## src/rtl/stopwatch_time_counter.sv

```systemverilog
// Stopwatch MM:SS.cc BCD counter with lap freeze; define STOPWATCH_SATURATE_EN to hold at max time instead of wrapping.
// Latency: tick or button edge -> time_bcd one clock later; no backpressure, tick and buttons are edge-detected single-cycle events.
module stopwatch_time_counter #(
   parameter int MINUTE_LIMIT = 60
) (
   input  logic        CLK_50_MHz,
   input  logic        reset_n,
   input  logic        CLK_100Hz,
   input  logic        start_stop,
   input  logic        lap_reset,
   output logic [23:0] time_bcd,
   output logic        running,
   output logic        lap_active,
   output logic        overflow
);

   typedef enum logic [1:0] {IDLE, RUN, RUN_LAP, STOP} state_t;

   typedef struct packed {
      logic [3:0] m_tens;
      logic [3:0] m_ones;
      logic [3:0] s_tens;
      logic [3:0] s_ones;
      logic [3:0] cs_tens;
      logic [3:0] cs_ones;
   } bcd_time_t;

   localparam logic [3:0] MAX_M_TENS = 4'((MINUTE_LIMIT - 1) / 10);
   localparam logic [3:0] MAX_M_ONES = 4'((MINUTE_LIMIT - 1) % 10);

   state_t    state, state_nxt;
   bcd_time_t cnt, cnt_nxt, cnt_inc;
   bcd_time_t lap_hold, lap_nxt;
   logic      ovf_nxt;
   logic      tick_prev, ss_prev, lap_prev;
   logic      tick_en, ss_ev, lap_ev, cnt_en;
   logic      c0, c1, c2, c3, min_max, at_max;

   // Prev registers reset high so a level already asserted at reset release is not an edge.
   assign tick_en = CLK_100Hz  & ~tick_prev;
   assign ss_ev   = start_stop & ~ss_prev;
   assign lap_ev  = lap_reset  & ~lap_prev;
   assign cnt_en  = tick_en & ((state == RUN) || (state == RUN_LAP));

   assign running    = (state == RUN) || (state == RUN_LAP);
   assign lap_active = (state == RUN_LAP);

   assign c0      = (cnt.cs_ones == 4'd9);
   assign c1      = c0 && (cnt.cs_tens == 4'd9);
   assign c2      = c1 && (cnt.s_ones == 4'd9);
   assign c3      = c2 && (cnt.s_tens == 4'd5);
   assign min_max = (cnt.m_tens == MAX_M_TENS) && (cnt.m_ones == MAX_M_ONES);
   assign at_max  = c3 && min_max;

   always_comb begin
      cnt_inc         = cnt;
      cnt_inc.cs_ones = c0 ? 4'd0 : cnt.cs_ones + 4'd1;
      if (c0) cnt_inc.cs_tens = c1 ? 4'd0 : cnt.cs_tens + 4'd1;
      if (c1) cnt_inc.s_ones  = c2 ? 4'd0 : cnt.s_ones + 4'd1;
      if (c2) cnt_inc.s_tens  = c3 ? 4'd0 : cnt.s_tens + 4'd1;
      if (c3) begin
         if (min_max) begin
            cnt_inc.m_tens = 4'd0;
            cnt_inc.m_ones = 4'd0;
         end else if (cnt.m_ones == 4'd9) begin
            cnt_inc.m_tens = cnt.m_tens + 4'd1;
            cnt_inc.m_ones = 4'd0;
         end else begin
            cnt_inc.m_ones = cnt.m_ones + 4'd1;
         end
      end
   end

   always_comb begin
      state_nxt = state;
      cnt_nxt   = cnt_en ? cnt_inc : cnt;
      lap_nxt   = lap_hold;
      ovf_nxt   = overflow;
      if (cnt_en && at_max) begin
         ovf_nxt = 1'b1;
`ifdef STOPWATCH_SATURATE_EN
         cnt_nxt = cnt;
`endif
      end
      // Counting above uses the current state; start/stop has priority over lap.
      case (state)
         IDLE:    if (ss_ev) state_nxt = RUN;
         RUN: begin
            if (ss_ev) begin
               state_nxt = STOP;
            end else if (lap_ev) begin
               state_nxt = RUN_LAP;
               lap_nxt   = cnt_nxt;
            end
         end
         RUN_LAP: begin
            if (ss_ev)       state_nxt = STOP;
            else if (lap_ev) state_nxt = RUN;
         end
         STOP: begin
            if (ss_ev) begin
               state_nxt = RUN;
            end else if (lap_ev) begin
               state_nxt = IDLE;
               cnt_nxt   = '0;
               lap_nxt   = '0;
               ovf_nxt   = 1'b0;
            end
         end
         default: state_nxt = IDLE;
      endcase
`ifdef STOPWATCH_SATURATE_EN
      if (cnt_en && at_max) state_nxt = STOP;
`endif
   end

   always_ff @(posedge CLK_50_MHz or negedge reset_n) begin
      if (!reset_n) begin
         state     <= IDLE;
         cnt       <= '0;
         lap_hold  <= '0;
         overflow  <= 1'b0;
         time_bcd  <= '0;
         tick_prev <= 1'b1;
         ss_prev   <= 1'b1;
         lap_prev  <= 1'b1;
      end else begin
         state     <= state_nxt;
         cnt       <= cnt_nxt;
         lap_hold  <= lap_nxt;
         overflow  <= ovf_nxt;
         time_bcd  <= (state_nxt == RUN_LAP) ? lap_nxt : cnt_nxt;
         tick_prev <= CLK_100Hz;
         ss_prev   <= start_stop;
         lap_prev  <= lap_reset;
      end
   end

endmodule

```

## config.mk

```make
export PLATFORM = sky130hd
export DESIGN_NAME = stopwatch_time_counter
export DESIGN_NICKNAME = d
export VERILOG_FILES = /design/src/rtl/stopwatch_time_counter.sv
export SDC_FILE = /design/constraint.sdc
export NUM_CORES = 1
export LEC_CHECK = 0
export CAP_MARGIN = 20
export CORE_MARGIN = 1
export CORE_UTILIZATION = 45
export CTS_BUF_LIST = sky130_fd_sc_hd__clkbuf_16
export CTS_CLUSTER_DIAMETER = 120
export CTS_CLUSTER_SIZE = 24
export DETAILED_ROUTE_END_ITERATION = 7
export PLACE_DENSITY = 0.72
export SYNTH_ARGS = -nofsm -noshare
export SYNTH_HDL_FRONTEND = slang
export SYNTH_SLANG_ARGS = --single-unit
```

## constraint.sdc

```tcl
create_clock -name CLK_50_MHz -period 2.6 [get_ports CLK_50_MHz]
set_input_delay 0.52 -clock CLK_50_MHz [delete_from_list [all_inputs] [get_ports CLK_50_MHz]]
set_output_delay 0.52 -clock CLK_50_MHz [all_outputs]
set_load 0.02 [all_outputs]
```

After elaboration in Yosys (flattened, before gate mapping). Cells that the tools add are included.

Equal/unequal tests: 10. Bitwise operators: 7. Reduce and logical (&&, ||, !) cells: 8. Muxes and demuxes: 33. Add/subtract/negate cells: 6.

Operator list (number): 2-to-1 mux 24 bit (9); case mux 24 bit (2 select lines) (1); 2-to-1 mux 4 bit (9); adder 4 x 1 -> 4 bit, second input constant (6); == test 4 bit, second input constant (4); 2-to-1 mux 8 bit (2); 2-to-1 mux 2 bit (7); == test 4 x 3 -> 1 bit, second input constant (2); case mux 2 bit (4 select lines) (1); == test 2 bit, second input constant (3); logical AND 1 bit (6); AND 1 bit (4); 2-to-1 mux 1 bit (4); inverter 1 bit (3); == test 2 x 1 -> 1 bit, second input constant (1); zero test 2 bit (1); logical OR 1 bit (1).

Register bits after elaboration: 78. Output and inout bits: 27. Word-level logic and storage cells: 82.

Logic depth before layout (Yosys ltp). Gate-level depths: netlist (run 1).

Depth after elaboration: 11. Depth in mapped cells: 11.

Worst setup path before layout (run 1). OpenSTA, ideal clock, no wires.

Path type: reg2reg. From: register state[0]. To: register time_bcd[12]. Library setup time: 0.125 ns. Stages on the path, launching flop included: 10. Slack: 0.331 ns. Data arrival time: 2.144 ns. Data required time: 2.475 ns. Path through: dfrtp_1 -> inv_1 -> ha_1 -> and3b_1 -> buf_2 -> and4_1 -> mux2i_1 -> nor2_1 -> o21a_1 -> mux2_4.

RTL lines: start: declaration (line 31) `state_t state, state_nxt;`; start signal: assignment (line 128) `state <= state_nxt;`; end signal: assignment (line 132) `time_bcd <= (state_nxt == RUN_LAP) ? lap_nxt : cnt_nxt;`; end: declaration (line 11) `output logic [23:0] time_bcd,`.

Final worst setup path (run 1).
From: input start_stop. To: register time_bcd[16].

Longest elaborated chain between the ends: 5. Elaborated cells on any way between the ends: 13. Classes of those cells: 1 x eq/ne; 11 x mux; 1 x bitwise.

Ends and longest elaborated chain: start: declaration (line 9) `input logic start_stop,`; AND 1 bit * (line 41) `assign ss_ev = start_stop & ~ss_prev;`; 2-to-1 mux 2 bit, on equally long branches; case mux 2 bit (4 select lines) * (line 86) `case (state)`; named net state_nxt[1] (line 31); == test 2 bit * (line 132); 2-to-1 mux 24 bit * (line 132).

The timed path passes the listed nets; every way through them passes the cells marked *.

==> results of run 1 <==
==> layer usage <==
| layer | GRT usage | vias to the layer above |
|---|---|---|
| met4 | 0.0707 | 0 |
| li1 | - | 1375 |
| met1 | 0.264 | 1413 |
| met5 | 0 | - |
| met2 | 0.358 | 62 |
| met3 | 0.0443 | 10 |
==> flip-flops by register name, summed over array words and instances, names as in the netlist <==
name,count
cnt,24
lap_hold,24
time_bcd,24
state,2
lap_prev,1
overflow,1
ss_prev,1
tick_prev,1
==> worst max-delay path by stage <==
stage,start,slack [ns],depth (start not counted),endpoint
after detailed placement,start_stop,-0.15,7,time_bcd[16]
final,start_stop,0.15,7,time_bcd[16]
after floorplan,state[0],0.33,9,time_bcd[12]
after global placement,start_stop,-0.001,7,time_bcd[16]
after CTS,state[1],0.12,8,time_bcd[13]
after global routing,state[1],0.02,8,lap_hold[17]
==> layout make-up <==
type	instances	area, um2
fillers	701	3490
flip-flops and latches	78	1960
multi-input cells	253	1740
repair buffers	61	583
clock buffers	9	225
well taps	105	131
clock inverters	7	82.6
inverters	11	41.3
==> report_power, final <==
group	internal (W)	total [W]	leakage, nW	switching, W
Combinational	0.000660	0.00142	1.00	0.000761
Sequential	0.00139	0.00149	1.05	0.000103
Clock	0.000826	0.00129	0.153	0.000466
==> per-stage QoR <==
| step | total power (W) | TNS, ns | std cells | instance area [um2] |
|---|---|---|---|---|
| floorplan | 0.00244 | 0 | 360 | 3850 |
| global placement | 0.00290 | -0.00144 | 508 | 4450 |
| detailed placement | 0.00293 | -0.983 | 508 | 4450 |
| CTS | 0.00425 | 0 | 524 | 4760 |
| global route | 0.00441 | 0 | 524 | 4760 |
| finish | 0.00421 | 0 | 524 | 4760 |
==> repair_timing <==
action                     CTS  global route
setup endpoints to repair    0             1
gates resized for setup      0             1
buffers inserted             0             0
==> synth_stat cells, drive strengths merged, types with 4 or more instances <==
cell     count  area [um2]
ha          16         200
nor2        46         173
mux2i        7        73.8
nor3         8        40.0
nand4        4        40.0
o22ai        4        25.0
mux2        14         188
and3b        6        52.6
o21ai       21         105
inv         11        41.3
and2         7        43.8
o2bb2ai      4        35.0
clkbuf       6        22.5
dfrtp       75        1880
buf         12        92.6
a32o         5        50.1
a22o         4        35.0
nand3b       4        30.0
nor2b        5        38.8
a21o         4        31.3
a21oi       19        95.1
nand2       30         115
o31ai        9        67.6
o21a         4        30.0
nand3        7        35.0
==> cells by family (layout without fill, tap and decap cells) <==
| family | count (synthesis) | count (layout) | synth area share |
|---|---|---|---|
| adder cells (fa/ha/maj) | 16 | 16 | 0.0520 |
| XOR/XNOR | 3 | 3 | 0.00682 |
| AND/OR/NAND/NOR | 128 | 128 | 0.168 |
| AO/OA/AOI/OAI | 85 | 85 | 0.157 |
| flip-flops | 78 | 78 | 0.508 |
| buffers and inverters | 29 | 88 | 0.0406 |
| multiplexers | 21 | 21 | 0.0679 |
==> critical path: cells and delay by family <==
kind	cells	cell delay [ns]
AO/OA/AOI/OAI	3	0.74
buffers and inverters	1	0.49
multiplexers	1	0.52
AND/OR/NAND/NOR	2	0.46
==> reports/metrics.yaml, run 1 <==
run_status:
  status: "finished clean"
yosys:
  synthCells: 360
  synth_cell_type_count: 56
  syn_area_mm2: 0.00385
  async_flop_share: 1.00
  syn_area_per_cell_um2: 10.7
  synth_edf_count: 0
  ys_warn_count: 0
  synth_ff_type: "dfrtp_1"
  synthesis.nets: 381
  ys_seq_area_frac: 0.508
  yosys_register_bits: 78
layout:
  layout.nets: 435
  final_cell_mix: "dfrtp_1 (75), nor2_1 (46), clkdlybuf4s50_1 (30)"
  drive_gt1_frac: 0.165
  final_common_cell: "dfrtp_1"
  num_antenna_cells: 0
  area_growth_syn_to_layout_pct: 23.7
  post-route-util: 0.577
placement:
  pre_cts_slack_ns: -0.147
  place_congestion: 0.868
  io_buffers: 31
  hpwl_um: 6000
clocking:
  hold_buffers: 0
  max-clock-path-buffers: 2
  cts.clk_slew.worst_paths_ns: 0.06
  clock_latency_ns: 0.33
  htree_levels: 3
  cts_sinks: 78
  numCtsBuffers: 9
  cts_tree: "done"
  cts_root_buf: "clkbuf_16"
setup_path:
  path_cells: "clkdlybuf4s50_1, nand2b_1, a2111oi_4, a221oi_4, nand2b_1, mux2i_1, a22o_1"
  reg2reg_slack_ns: 0.18
  required_ns: 2.87
  slowest_stage: "mux2i_1"
  arrival_ns: 2.72
  start_kind: "input port"
  cpMostUsedCell: "nand2b_1"
  reg2regPathDepth: 8
  slowest_delay_ns: 0.52
  reg2reg_from: "state[1]"
  end_kind: "flip-flop"
  worstSetupPathType: "input port to flip-flop"
  rr_endpoint: "time_bcd[12]"
  critPathMaxFanout: 6
sta:
  whs_ns: 0.225
  hold_viol_final: 0
  finalSetupViolations: 0
  maxSlewHeadroom: 0.551
  fin_crit_sh: 0.943
  max_slew.worst_pin.slew_ns: 0.673
  skew_ns: 0.00589
  fmaxAchievable_ghz: 0.408
  fin_ws_ns: 0.148
  rsz0062_at_grt: "false"
  drv_slew: 0
  final.min_clock_period_ns: 2.45
grt:
  grt_pass1_wl_um: 14100
  grtUsageTotal: 0.209
  grt_max_degree: 52
  grt_pass1_vias: 2849
  antenna_found_initial: 0
  gr-total-overflow: 0
job:
  drv_cap: 0
drt:
  routed_wl_um: 8490
  wl_met1_um: 3790
  drc: 0
  postRouteAntennaNets: 0
  drt_pass1_iterations: 4
  drtIter0Drc: 155
  dr_wl_met2_um: 4210
  drt-vias-per-instance: 5.46
  num_vias: 2860
  wl_per_cell_um: 16.2
  routed-wl-met3_um: 376
  highest-signal-layer: "met4"
floorplanning:
  ioPinCount: 32
  die_y_um: 94.5
  start_util: 0.466
  core-area_mm2: 0.00826
  rows: 33
  dieArea_mm2: 0.00893
  dieWidth_um: 94.5
worst_hold_path:
  hold_class: "input port to asynchronous set/reset pin"
power:
  leakagePower_nw: 2.20
  ir_drop_uv: 647
  power.density_mw_per_mm2: 883
Note: power is estimated with default switching activity, not from simulation.
==> run 2: changes to the inputs <==
--- a/config.mk
+++ b/config.mk
@@ -13,6 +13,8 @@
 export CTS_CLUSTER_SIZE = 24
 export DETAILED_ROUTE_END_ITERATION = 7
 export PLACE_DENSITY = 0.72
+export REMOVE_ABC_BUFFERS = 1
+export SLEW_MARGIN = 20
 export SYNTH_ARGS = -nofsm -noshare
 export SYNTH_HDL_FRONTEND = slang
 export SYNTH_SLANG_ARGS = --single-unit
==> run 2 against run 1 <==
Power grew 0.49%. Die area did not move. Flip-flop and latch count unchanged. Worst hold slack better by 0.11 ns. Critical path type unchanged. Largest power group unchanged.
==> reports/metrics.yaml, run 2 (synthesis results as in run 1) <==
drt:
  num_vias: 2953  # +3.3%
  drt-vias-per-instance: 5.66  # +3.6%
  postRouteAntennaNets: 0  # unchanged
  drc: 0  # unchanged
  drtIter0Drc: 83  # -46%
  drt_pass1_iterations: 4  # unchanged
  wl_per_cell_um: 16.8  # +3.5%
  routed_wl_um: 8750  # +3.1%
placement:
  dp.cells: 506  # -0.39%
  pre_cts_slack_ns: -0.102  # +0.0454 ns
  place_congestion: 0.902  # +3.9%
  hpwl_um: 5840  # -2.6%
  io_buffers: 31  # unchanged
layout:
  layoutNonFillerInstCount: 522  # -0.38%
  final_cell_mix: "dfrtp_1 (75), nor2_1 (45), clkdlybuf4s50_1 (30)"
  num_antenna_cells: 0  # unchanged
  layout.nets: 433  # -0.46%
  drive_gt1_frac: 0.163  # -0.00161
  post-route-util: 0.570  # -0.00682
  largest_registers: "cnt (24), lap_hold (24), time_bcd (24)"
  area_growth_syn_to_layout_pct: 22.2
  final_common_cell: "dfrtp_1"
floorplanning:
  rows: 33  # unchanged
  ioPinCount: 32  # unchanged
  dieWidth_um: 94.5  # unchanged
  dieArea_mm2: 0.00893  # unchanged
  die_y_um: 94.5  # unchanged
  start_util: 0.466  # unchanged
  core-area_mm2: 0.00826  # unchanged
grt:
  grt_pass1_vias: 2901  # +1.8%
  grt_pass1_wl_um: 14500  # +3.1%
  grtUsageTotal: 0.217  # +0.00742
  grt_max_degree: 78  # +50%
  antenna_found_initial: 0  # unchanged
  gr-total-overflow: 0  # unchanged
clocking:
  cts.clk_slew.worst_paths_ns: 0.06  # about the same
  cts_tree: "done"
  post_cts.repair.setup_buffers: 0  # unchanged
  max-clock-path-buffers: 2  # unchanged
  cts_sinks: 78  # unchanged
  numCtsBuffers: 9  # unchanged
  clock_latency_ns: 0.33  # about the same
  cts_root_buf: "clkbuf_16"
  htree_levels: 3  # unchanged
sta:
  max_slew.worst_pin.slew_ns: 0.954  # +0.281 ns
  tns_ns: 0  # unchanged
  maxSlewHeadroom: 0.364  # -0.187
  fmaxAchievable_ghz: 0.416  # +2.0%
  finalSetupViolations: 0  # unchanged
  fin_ws_ns: 0.197  # +0.0485 ns
  fin_crit_sh: 0.924  # -0.0186
  skew_ns: 0.00502  # -0.000869 ns
  final.min_clock_period_ns: 2.40  # -0.0485 ns
  drv_slew: 0  # unchanged
  rsz0062_at_grt: "false"
  hold_viol_final: 0  # unchanged
  whs_ns: 0.334  # +0.109 ns
setup_path:
  slowest_stage: "clkdlybuf4s50_1"
  worst-path-buf-inv: 1  # unchanged
  worstSetupStartpoint: "start_stop"
  cp_top_family: "compound AO/OA/AOI/OAI gates"
  path_cells: "clkdlybuf4s50_1, nand2b_1, a2111oi_4, a221oi_4, nand2b_1, mux2i_2, o22ai_1"
  reg2reg_from: "state[1]"
  arrival_ns: 2.60  # -0.12 ns
  worstSetupPathType: "input port to flip-flop"
  required_ns: 2.80  # -0.07 ns
  end_kind: "flip-flop"
  start_kind: "input port"
  slowest_delay_ns: 0.49  # -0.03 ns
  critPathMaxFanout: 6  # unchanged
  cpMostUsedCell: "nand2b_1"
worst_hold_path:
  hold_class: "input port to asynchronous set/reset pin"
power:
  leakagePower_nw: 2.19  # -0.81%
  ir_drop_uv: 536  # -17%
  power.density_mw_per_mm2: 898  # +1.7%
job:
  drv_cap: 0  # unchanged
run_status:
  status: "finished clean"
[run 2: cell types whose count changed in the layout (fill, tap and decap cells not counted), sizes merged]
cell / delta
buf: -2
clkinvlp: -1
clkinv: +1
[run 2: what timing repair did]
action	CTS	global route
endpoints found under the setup margin	0	7
hold buffers	0	0
resized for setup	0	1
endpoints found under the hold margin	0	0
[run 2: layer usage]
layer	part of all wire	track usage	up-vias	wire, um
met4	0.030	0.0960	0	264
met2	0.49	0.358	72	4250
li1	-	-	1379	-
met3	0.036	0.0507	20	318
met5	0	0	-	0
met1	0.45	0.271	1482	3920
[run 2: cell type report]
cell class	count	area, um2
multi-input cells	253	1740
well taps	105	131
clock buffers	9	225
fillers	692	3550
flip-flops and latches	78	1960
repair buffers	59	531
inverters	11	41.3
clock inverters	7	81.3
[run 2: worst reg2reg max path: cells and delay by family (launching register included)]
kind	cells	cell delay, ns
AOI/OAI and AO/OA	3	0.54
muxes	1	0.44
adders and majority gates	1	0.30
and+or+nand+nor	2	0.55
DFF	1	0.42
[run 2: worst paths after layout]
check	endpoint	slack, ns	cells after the start
min	lap_hold[8]	0.33	1
max	time_bcd[8]	0.20	7
max reg2reg	time_bcd[8]	0.22	7
min in group CLK_50_MHz	lap_hold[21]	0.48	1
max in group asynchronous	tick_prev	1.56	2
min reg2reg	lap_hold[21]	0.48	1
[run 2: where the power goes]
| part | switching [W] | internal, W | total (W) |
|---|---|---|---|
| clock network | 0.000474 | 0.000827 | 0.00130 |
| logic | 0.000785 | 0.000647 | 0.00143 |
| registers | 0.000106 | 0.00139 | 0.00150 |
| total | 0.00136 | 0.00286 | 0.00423 |
[run 2: through the flow]
| stage | total power, W | area (um2) |
|---|---|---|
| floorplan | 0.00236 | 3740 |
| global placement | 0.00288 | 4400 |
| detailed placement | 0.00292 | 4400 |
| CTS | 0.00423 | 4700 |
| global route | 0.00443 | 4710 |
| finish | 0.00423 | 4710 |
